<file path="config.mk">
export PLATFORM = sky130hd
export DESIGN_NAME = multicycle_main_fsm
export DESIGN_NICKNAME = d
export VERILOG_FILES = /design/src/rtl/multicycle_main_fsm.sv
export SDC_FILE = /design/constraint.sdc
export NUM_CORES = 1
export LEC_CHECK = 0
export ABC_CLOCK_PERIOD_IN_PS = 1500
export BUFFER_PORTS_ARGS = -buffer_cell sky130_fd_sc_hd__buf_2
export CELL_PAD_IN_SITES_DETAIL_PLACEMENT = 1
export CELL_PAD_IN_SITES_GLOBAL_PLACEMENT = 1
export CORE_UTILIZATION = 22
export DETAILED_ROUTE_END_ITERATION = 10
export GPL_TIMING_DRIVEN = 0
export PLACE_DENSITY_LB_ADDON = 0.12
export SYNTH_ARGS = -nofsm -noshare
export SYNTH_HDL_FRONTEND = slang
export SYNTH_SLANG_ARGS = --single-unit
</file>
<file path="constraint.sdc">
create_clock -name clk -period 1.5 [get_ports clk]
set_clock_uncertainty 0.1 [all_clocks]
set_input_delay 0.3 -clock clk [delete_from_list [all_inputs] [get_ports clk]]
set_output_delay 0.3 -clock clk [all_outputs]
set_load 0.1 [all_outputs]
</file>
<file path="src/rtl/multicycle_main_fsm.sv">
// multicycle_main_fsm: multicycle instruction sequencer driving datapath selects and unqualified strobes.
// Define MULTICYCLE_BL_EN to enable branch-with-link (LinkW/RegW in BRANCH when Funct[4]=1).
module multicycle_main_fsm (
    input  logic       clk,
    input  logic       reset,
    input  logic [1:0] Op,
    input  logic [5:0] Funct,
    input  logic       MemReady,
    output logic       IRWrite,
    output logic       NextPC,
    output logic       AdrSrc,
    output logic       ALUSrcA,
    output logic [1:0] ALUSrcB,
    output logic [1:0] ResultSrc,
    output logic       ALUOp,
    output logic       RegW,
    output logic       MemW,
    output logic       Branch,
    output logic       LinkW,
    output logic       Illegal,
    output logic [3:0] State
);
    typedef enum logic [3:0] {
        FETCH    = 4'd0,
        DECODE   = 4'd1,
        MEMADR   = 4'd2,
        MEMREAD  = 4'd3,
        MEMWB    = 4'd4,
        MEMWRITE = 4'd5,
        EXECUTER = 4'd6,
        EXECUTEI = 4'd7,
        ALUWB    = 4'd8,
        BRANCH   = 4'd9
    } state_e;

    state_e state_q, state_d;
    logic   unused_funct;

    always_ff @(posedge clk or negedge reset)
        if (!reset) state_q <= FETCH;
        else        state_q <= state_d;

    always_comb begin
        state_d = FETCH;
        case (state_q)
            FETCH:    state_d = MemReady ? DECODE : FETCH;
            DECODE:   state_d = Op == 2'b01 ? MEMADR :
                                Op == 2'b00 ? (Funct[5] ? EXECUTEI : EXECUTER) :
                                Op == 2'b10 ? BRANCH : FETCH;
            MEMADR:   state_d = Funct[0] ? MEMREAD : MEMWRITE;
            MEMREAD:  state_d = MemReady ? MEMWB : MEMREAD;
            MEMWRITE: state_d = MemReady ? FETCH : MEMWRITE;
            EXECUTER: state_d = ALUWB;
            EXECUTEI: state_d = ALUWB;
            default:  state_d = FETCH;
        endcase
    end

    // Strobes are qualified by reset so nothing fires while it is held low.
    assign IRWrite   = reset && state_q == FETCH && MemReady;
    assign NextPC    = IRWrite;
    assign AdrSrc    = state_q == MEMREAD || state_q == MEMWRITE;
    assign ALUSrcA   = state_q == FETCH || state_q == DECODE;
    assign ALUSrcB   = (state_q == FETCH || state_q == DECODE) ? 2'b10 :
                       (state_q == MEMADR || state_q == EXECUTEI || state_q == BRANCH) ? 2'b01 : 2'b00;
    assign ResultSrc = (state_q == FETCH || state_q == DECODE || state_q == BRANCH) ? 2'b10 :
                       state_q == MEMWB ? 2'b01 : 2'b00;
    assign ALUOp     = state_q == EXECUTER || state_q == EXECUTEI;
`ifdef MULTICYCLE_BL_EN
    assign LinkW     = reset && state_q == BRANCH && Funct[4];
`else
    assign LinkW     = 1'b0;
`endif
    assign RegW      = reset && (state_q == MEMWB || state_q == ALUWB || LinkW);
    assign MemW      = reset && state_q == MEMWRITE;
    assign Branch    = reset && state_q == BRANCH;
    assign Illegal   = reset && state_q == DECODE && Op == 2'b11;
    assign State     = state_q;
    assign unused_funct = ^Funct[4:1];
endmodule

</file>
# After elaboration in Yosys (flattened, before gate mapping)
# Index checks and enable logic that the tools add are counted.
# totals
inputBits,11
mem_count,0
ramBits,0
elab_cells,43
ff_bits,4
romBits,0
output_inout_bits,18
latch_bits,0
# op_classes
muxes,13
n_addsub,0
eq_ne,12
n_div,0
bitwise,0
n_shift,0
magnitude_cmp,0
n_reduce_logical,17
mul,0
# op_table
operator,n
4-bit one-hot mux with 6 select lines,1
4-bit by 3-bit == test with 1-bit output (second input constant),4
4-bit two-way mux,3
3-bit two-way mux,3
4-bit by 2-bit == test with 1-bit output (second input constant),2
4-bit == test (second input constant),2
1-bit logical AND,7
1-bit logical OR,7
2-bit == test (second input constant),2
4-bit by 1-bit == test with 1-bit output (second input constant),1
4-bit logical NOT,1
1-bit two-way mux,4
2-bit two-way mux,2
2-bit by 1-bit == test with 1-bit output (second input constant),1
2-bit logical NOT,1
2-bit OR reduction,1

# Depth between registers and ports, before layout
# Gate-level depths: netlist of run 1.
# logic_depth
word_depth,5
ltp_mapped,5

# Worst setup path after synthesis of run 1
# OpenSTA, ideal clock, no wires.
# synth_timing
kind,register to output
from,"reg state_q[3], in the netlist State[3]"
to,out NextPC
t_required_ns,1.100
arrival_ns,3.969
path_stages_with_launch,5
slack_ns,-2.869
cell_sequence,dfrtp_1 -> or2_1 -> buf_2 -> nor3_1 -> buf_4
# synth_via
elab_chain_cells,3
# synth_lines
element,line_no,text
from (decl),36,"state_e state_q, state_d;"
from (signal assigned),41,else state_q <= state_d;
4-bit logical NOT,60,assign IRWrite = reset && state_q == FETCH && MemReady;
1-bit logical AND (2 in series),60,
to (decl),10,"output logic NextPC,"
# No other way between the ends.

# Final worst setup path of run 1
# layout_timing
from,"reg state_q[0], in the netlist State[0]"
to,out NextPC
# Same word-level chain as after synthesis.

==> flow_metrics.py, run 1 <==
metrics = {
    "worst_hold_path": {
        "hold_depth": 2,
        "hp-class": "in2reg",
        "hold_path.startpoint": "Funct[0]",
        "min_to": "State[2]$_DFF_PN0_",
    },
    "final_layout": {
        "largest_register_ff_count": 4,
        "diodes": 0,
        "regArea_um2": 115,
        "multi_input_area_um2": 423,
        "synthToLayoutAreaGrowth_pct": 216,
        "drive_gt1_share_pct": 81.0,
        "final.fill_count": 167,
        "final_nets": 113,
    },
    "placed_design": {
        "dp.final_hpwl_um": 1020,
        "place_ws_ps": -617,
        "routabilityCongestion": 0.723,
        "numPortBuffers": 23,
    },
    "timing": {
        "relSlewSlack_pct": 66.1,
        "hold_viol_final": 0,
        "fin_ws_ps": -593,
        "period_share_pct": 140,
        "grt_setup_unrepaired": "true",
        "fmax_ghz": 0.478,
        "worst_pin_slew_ps": 512,
        "period_minus_slack_ps": 2090,
        "setup_viol": 18,
        "drv_slew": 0,
    },
    "synth": {
        "ys_ff_latch": 4,
        "synthesis.nets": 64,
        "synth.mux.area_fraction_pct": 2.48,
        "synth_compound_area_share_pct": 17.4,
        "synth-simple-area-share_pct": 39.4,
        "syn_area_um2": 403,
        "ys_seq_area_share_pct": 24.8,
        "yosys.area_share.adder_pct": 0,
        "synthXorXnorAreaFrac_pct": 2.17,
        "synth.avg_cell_area_um2": 7.60,
        "ys.warnings.count": 0,
        "synth_top_family_by_area": "simple AND/OR/NAND/NOR gates",
        "syn_inst": 53,
        "yosysUniqueCellTypes": 29,
    },
    "critical_path": {
        "cp.required_ps": 1100,
        "crit_chain": "buf_8, nor2_2, nand2_2, nor3_4, buf_12, buf_12",
        "worstPathArrival_ps": 1690,
        "rr_startpoint": "State[2]$_DFF_PN0_",
        "critPathSlowestCell": "dfrtp_4",
        "path_max_fanout": 9,
        "r2r_cells": 4,
        "start_kind": "register",
        "cp-end-kind": "output pin",
        "path_class": "reg2out",
        "max_stage_delay_ps": 490,
        "rr_endpoint": "State[3]$_DFF_PN0_",
        "ff2ff_setup_slack_ps": -300,
        "cpMostUsedCell": "buf_12",
    },
    "route": {
        "routed_wirelength_um": 2720,
        "wl_per_cell_um": 21.8,
        "ant_nets": 0,
        "via_count": 619,
        "drt_iter0_markers": 24,
        "drc": 0,
        "drtPass1Iterations": 4,
        "avgViaCountPerCell": 4.95,
    },
    "global_route": {
        "grt_usage_pct": 24.9,
        "grt_pass1_wl_um": 3470,
        "antenna_found_initial": 0,
        "grt_max_degree": 10,
        "grt_pass1_vias": 651,
        "overflow": 0,
    },
    "outcome": {
        "status": "finished, violations left",
        "violations": "negative setup slack",
    },
    "cts": {
        "cts.sinks": 4,
        "cts-buffers-inserted": 3,
        "clk_latency_ps": 240,
        "cts-root-buf": "clkbuf_4",
        "clock_path_buffers": 2,
        "clk_pin_slew_ps": 50,
        "cts_tree": "done",
        "cts-htree-levels": 1,
    },
    "floorplanning": {
        "io_pins": 29,
        "core_um2": 1730,
        "initial_core_util_pct": 23.3,
        "die_h_um": 44.8,
        "placementRows": 15,
        "dieArea_um2": 2010,
        "die_w_um": 44.8,
    },
    "run": {
        "drv_cap": 0,
    },
}
## per-stage QoR
step                hold WS, ps  area [um2]  setup TNS (ps)  cells  util [%]
global placement           25.1         759           -6060    101      44.0
detailed placement         25.5         759           -6110    101      44.0
floorplan                 -95.6         613           -9500     53         -
finish                      198        1270           -6880    125      73.7
CTS                         198        1170           -6350    119      68.0
global route                205        1270           -7350    125      73.7
## cells in the final DEF, fill, tap and decap left out, types with 3 or more instances in the layout
cell type,synthesis,final
nor3_4,0,4
buf_6,0,9
inv_1,3,3
clkbuf_4,0,4
buf_12,0,18
nor2_4,0,3
buf_4,3,12
nor2_1,7,3
dfrtp_4,0,4
buf_2,2,7
## worst max-delay path, delay by kind of cell, from the launching register on
family	cells	cell delay, ps
buf+inv	3	460
flops	1	490
simple gates	3	500
## Yosys cell counts (all sizes together)
cell type / n / share of area, %
clkbuf: 2 / 1.9
o21bai: 1 / 1.9
or2: 1 / 1.6
nor2: 7 / 6.5
nor3b: 2 / 3.7
or4: 1 / 2.8
o21ai: 1 / 1.2
mux2i: 1 / 2.5
o221ai: 1 / 3.7
a21oi: 1 / 1.2
buf: 5 / 8.1
or3b: 1 / 2.2
nand2b: 2 / 3.1
a211o: 1 / 2.2
and3b: 1 / 2.2
nor4bb: 1 / 2.5
nor3: 4 / 5.0
nand3b: 2 / 3.7
o22ai: 1 / 1.6
inv: 3 / 2.8
conb: 1 / 0.93
or2b: 1 / 1.9
a22oi: 1 / 1.9
xnor2: 1 / 2.2
nor2b: 1 / 1.6
nand2: 3 / 2.8
a211oi: 2 / 3.7
dfrtp: 4 / 25
## layout make-up
class	instances	share of cell area (%)
Buffer	6	8.16
Clock buffer	3	1.77
Inverter	3	0.885
Multi-Input combinational cell	39	33.2
Sequential cell	4	9.05
Tap cell	25	2.46
Timing Repair Buffer	45	44.4
## worst max-delay path by stage
stage / start / end / slack [ps] / depth (start not counted)
6_report: State[0]$_DFF_PN0_ / NextPC / -590 / 6
5_1_grt: State[0]$_DFF_PN0_ / NextPC / -620 / 6
4_1_cts: State[2]$_DFF_PN0_ / NextPC / -540 / 5
3_5_place_dp: State[1]$_DFF_PN0_ / Illegal / -620 / 4
3_3_place_gp: State[1]$_DFF_PN0_ / Illegal / -610 / 4
2_1_floorplan: State[3]$_DFF_PN0_ / NextPC / -1080 / 4
## cells by family (layout without fill, tap and decap cells)
logic type	after synthesis	after routing
compound gates	9	9
other cells	1	1
mux	1	1
simple gates	27	27
flops	4	4
buf+inv	10	57
xor+xnor	1	1
## timing repair
item / 4_1_cts / 5_1_grt
pin swaps: 5 / 12
hold buffers: 1 / 0
gates resized for setup: 67 / 13
endpoints found under the setup margin: 19 / 19
endpoints found under the hold margin: 4 / 0
buffers inserted: 14 / 9
## layer usage
metal	global-route usage [%]	wire length, um
met1	32.6	1010
met2	42.9	1560
met3	2.00	86
met4	8.48	70
met5	0	0
Power of run 1 is not shown: default switching activity piles up to over one toggle a cycle in this logic, so the estimate is an artifact.
==> run 2: changes to the inputs <==
--- a/config.mk
+++ b/config.mk
@@ -5,11 +5,11 @@
 export SDC_FILE = /design/constraint.sdc
 export NUM_CORES = 1
 export LEC_CHECK = 0
-export ABC_CLOCK_PERIOD_IN_PS = 1500
+export ABC_CLOCK_PERIOD_IN_PS = 2100
 export BUFFER_PORTS_ARGS = -buffer_cell sky130_fd_sc_hd__buf_2
 export CELL_PAD_IN_SITES_DETAIL_PLACEMENT = 1
 export CELL_PAD_IN_SITES_GLOBAL_PLACEMENT = 1
-export CORE_UTILIZATION = 22
+export CORE_UTILIZATION = 25
 export DETAILED_ROUTE_END_ITERATION = 10
 export GPL_TIMING_DRIVEN = 0
 export PLACE_DENSITY_LB_ADDON = 0.12
==> constraint.sdc (replaced) <==
create_clock -name clk -period 2.1 [get_ports clk]
set_clock_uncertainty 0.1 [all_clocks]
set_input_delay 0.42 -clock clk [delete_from_list [all_inputs] [get_ports clk]]
set_output_delay 0.42 -clock clk [all_outputs]
set_load 0.1 [all_outputs]
==> flow_metrics.py, run 2 (synthesized netlist as in run 1, its figures left out) <==
metrics = {
    "outcome": {
        "status": "finished, violations left",
        "violations": "negative setup slack",
    },
    "timing": {
        "setup_viol": 2,
        "setup_tns_ps": -26.6,
        "period_share_pct": 101,
        "grt_setup_unrepaired": "true",
        "fmax_ghz": 0.472,
        "hold_viol_final": 0,
        "fin_ws_ps": -19.5,
        "drv_slew": 0,
        "period_minus_slack_ps": 2120,
    },
    "run": {
        "drv_cap": 0,
    },
    "floorplanning": {
        "die_w_um": 42.1,
        "dieArea_um2": 1780,
        "placementRows": 14,
        "core_um2": 1510,
        "io_pins": 29,
        "initial_core_util_pct": 26.7,
        "die_h_um": 42.1,
    },
    "placed_design": {
        "dp.final_hpwl_um": 931,
        "routabilityCongestion": 0.722,
        "numPortBuffers": 23,
        "place_inst": 92,
    },
    "final_layout": {
        "fin_cells": 105,
        "final_cell_mix": "buf_4 (13), buf_2 (11), buf_6 (8), buf_12 (5)",
        "final_nets": 102,
        "diodes": 0,
        "layout_commonest_cell": "buf_4",
        "postLayoutCoreUtil_pct": 64.2,
        "largest_register_ff_count": 4,
        "drive_gt1_share_pct": 75.3,
        "synthToLayoutAreaGrowth_pct": 140,
    },
    "cts": {
        "cts.sinks": 4,
        "cts_tree": "done",
        "cts-htree-levels": 1,
        "clk_latency_ps": 240,
        "clock_path_buffers": 2,
        "cts-root-buf": "clkbuf_4",
        "cts-buffers-inserted": 3,
        "clk_pin_slew_ps": 30,
    },
    "critical_path": {
        "cp.required_ps": 1580,
        "cp-end-kind": "output pin",
        "worst-path-buf-inv": 3,
        "crit_chain": "clkbuf_16, nor2_4, nand2_2, nor3_4, buf_12, buf_12",
        "start_kind": "register",
        "ff2ff_setup_slack_ps": 370,
        "cpMostUsedCell": "buf_12",
        "critPathSlowestCell": "dfrtp_4",
        "crit_family": "flip-flops",
        "worstPathArrival_ps": 1600,
        "max_stage_delay_ps": 480,
        "path_class": "reg2out",
        "path_max_fanout": 5,
    },
    "route": {
        "avgViaCountPerCell": 5.21,
        "drt_iter0_markers": 8,
        "drc": 0,
        "drtPass1Iterations": 4,
        "routed_wirelength_um": 1770,
        "via_count": 547,
        "ant_nets": 0,
        "wl_per_cell_um": 16.9,
    },
    "global_route": {
        "grt_pass1_wl_um": 2320,
        "grt_max_degree": 11,
        "antenna_found_initial": 0,
        "grt_pass1_vias": 515,
        "grt_usage_pct": 17.3,
        "overflow": 0,
    },
    "worst_hold_path": {
        "hp-class": "in2reg",
    },
}
run 2: final timing paths:
kind,start,endpoint,cells past startpoint
setup / recovery,State[1]$_DFF_PN0_,NextPC,6
hold / removal,Funct[0],State[2]$_DFF_PN0_,2
setup reg to reg,State[2]$_DFF_PN0_,State[0]$_DFF_PN0_,4
hold reg to reg,State[3]$_DFF_PN0_,State[0]$_DFF_PN0_,2
max in group asynchronous,reset,State[2]$_DFF_PN0_,2
min in group asynchronous,reset,State[0]$_DFF_PN0_,2
run 2: layer usage:
layer,GRT usage (%),vias to the layer above,routed length [um]
met5,0,-,0
met3,2.59,0,60
met4,7.50,0,0
met2,28.1,19,979
met1,22.8,275,733
li1,-,253,-
run 2: stage by stage:
stage	instance area (um2)	hold slack, ps	setup WS, ps
2_1_floorplan	613	24.4	-596
3_3_place_gp	748	143	-121
3_5_place_dp	748	145	-127
4_1_cts	900	313	-73.1
5_1_grt	967	326	-65.3
6_report	967	314	-19.5
run 2: layout make-up:
type                       instances  area, um2
clock buffer                       3       22.5
multi-input combinational         39        395
fill                             163        539
sequential                         4        115
timing repair buffer              33        295
buffer                             7        108
tap                               16       20.0
inverter                           3       11.3
run 2: what timing repair did:
| action | in CTS | in global routing |
|---|---|---|
| endpoints found under the setup margin | 12 | 8 |
| endpoints found under the hold margin | 4 | 0 |
| setup buffers | 5 | 3 |
| hold buffers | 1 | 0 |
| cloned | 0 | 1 |
| gates resized for setup | 25 | 9 |
| pin swaps | 3 | 3 |
Power of run 2 is left out for the same reason.
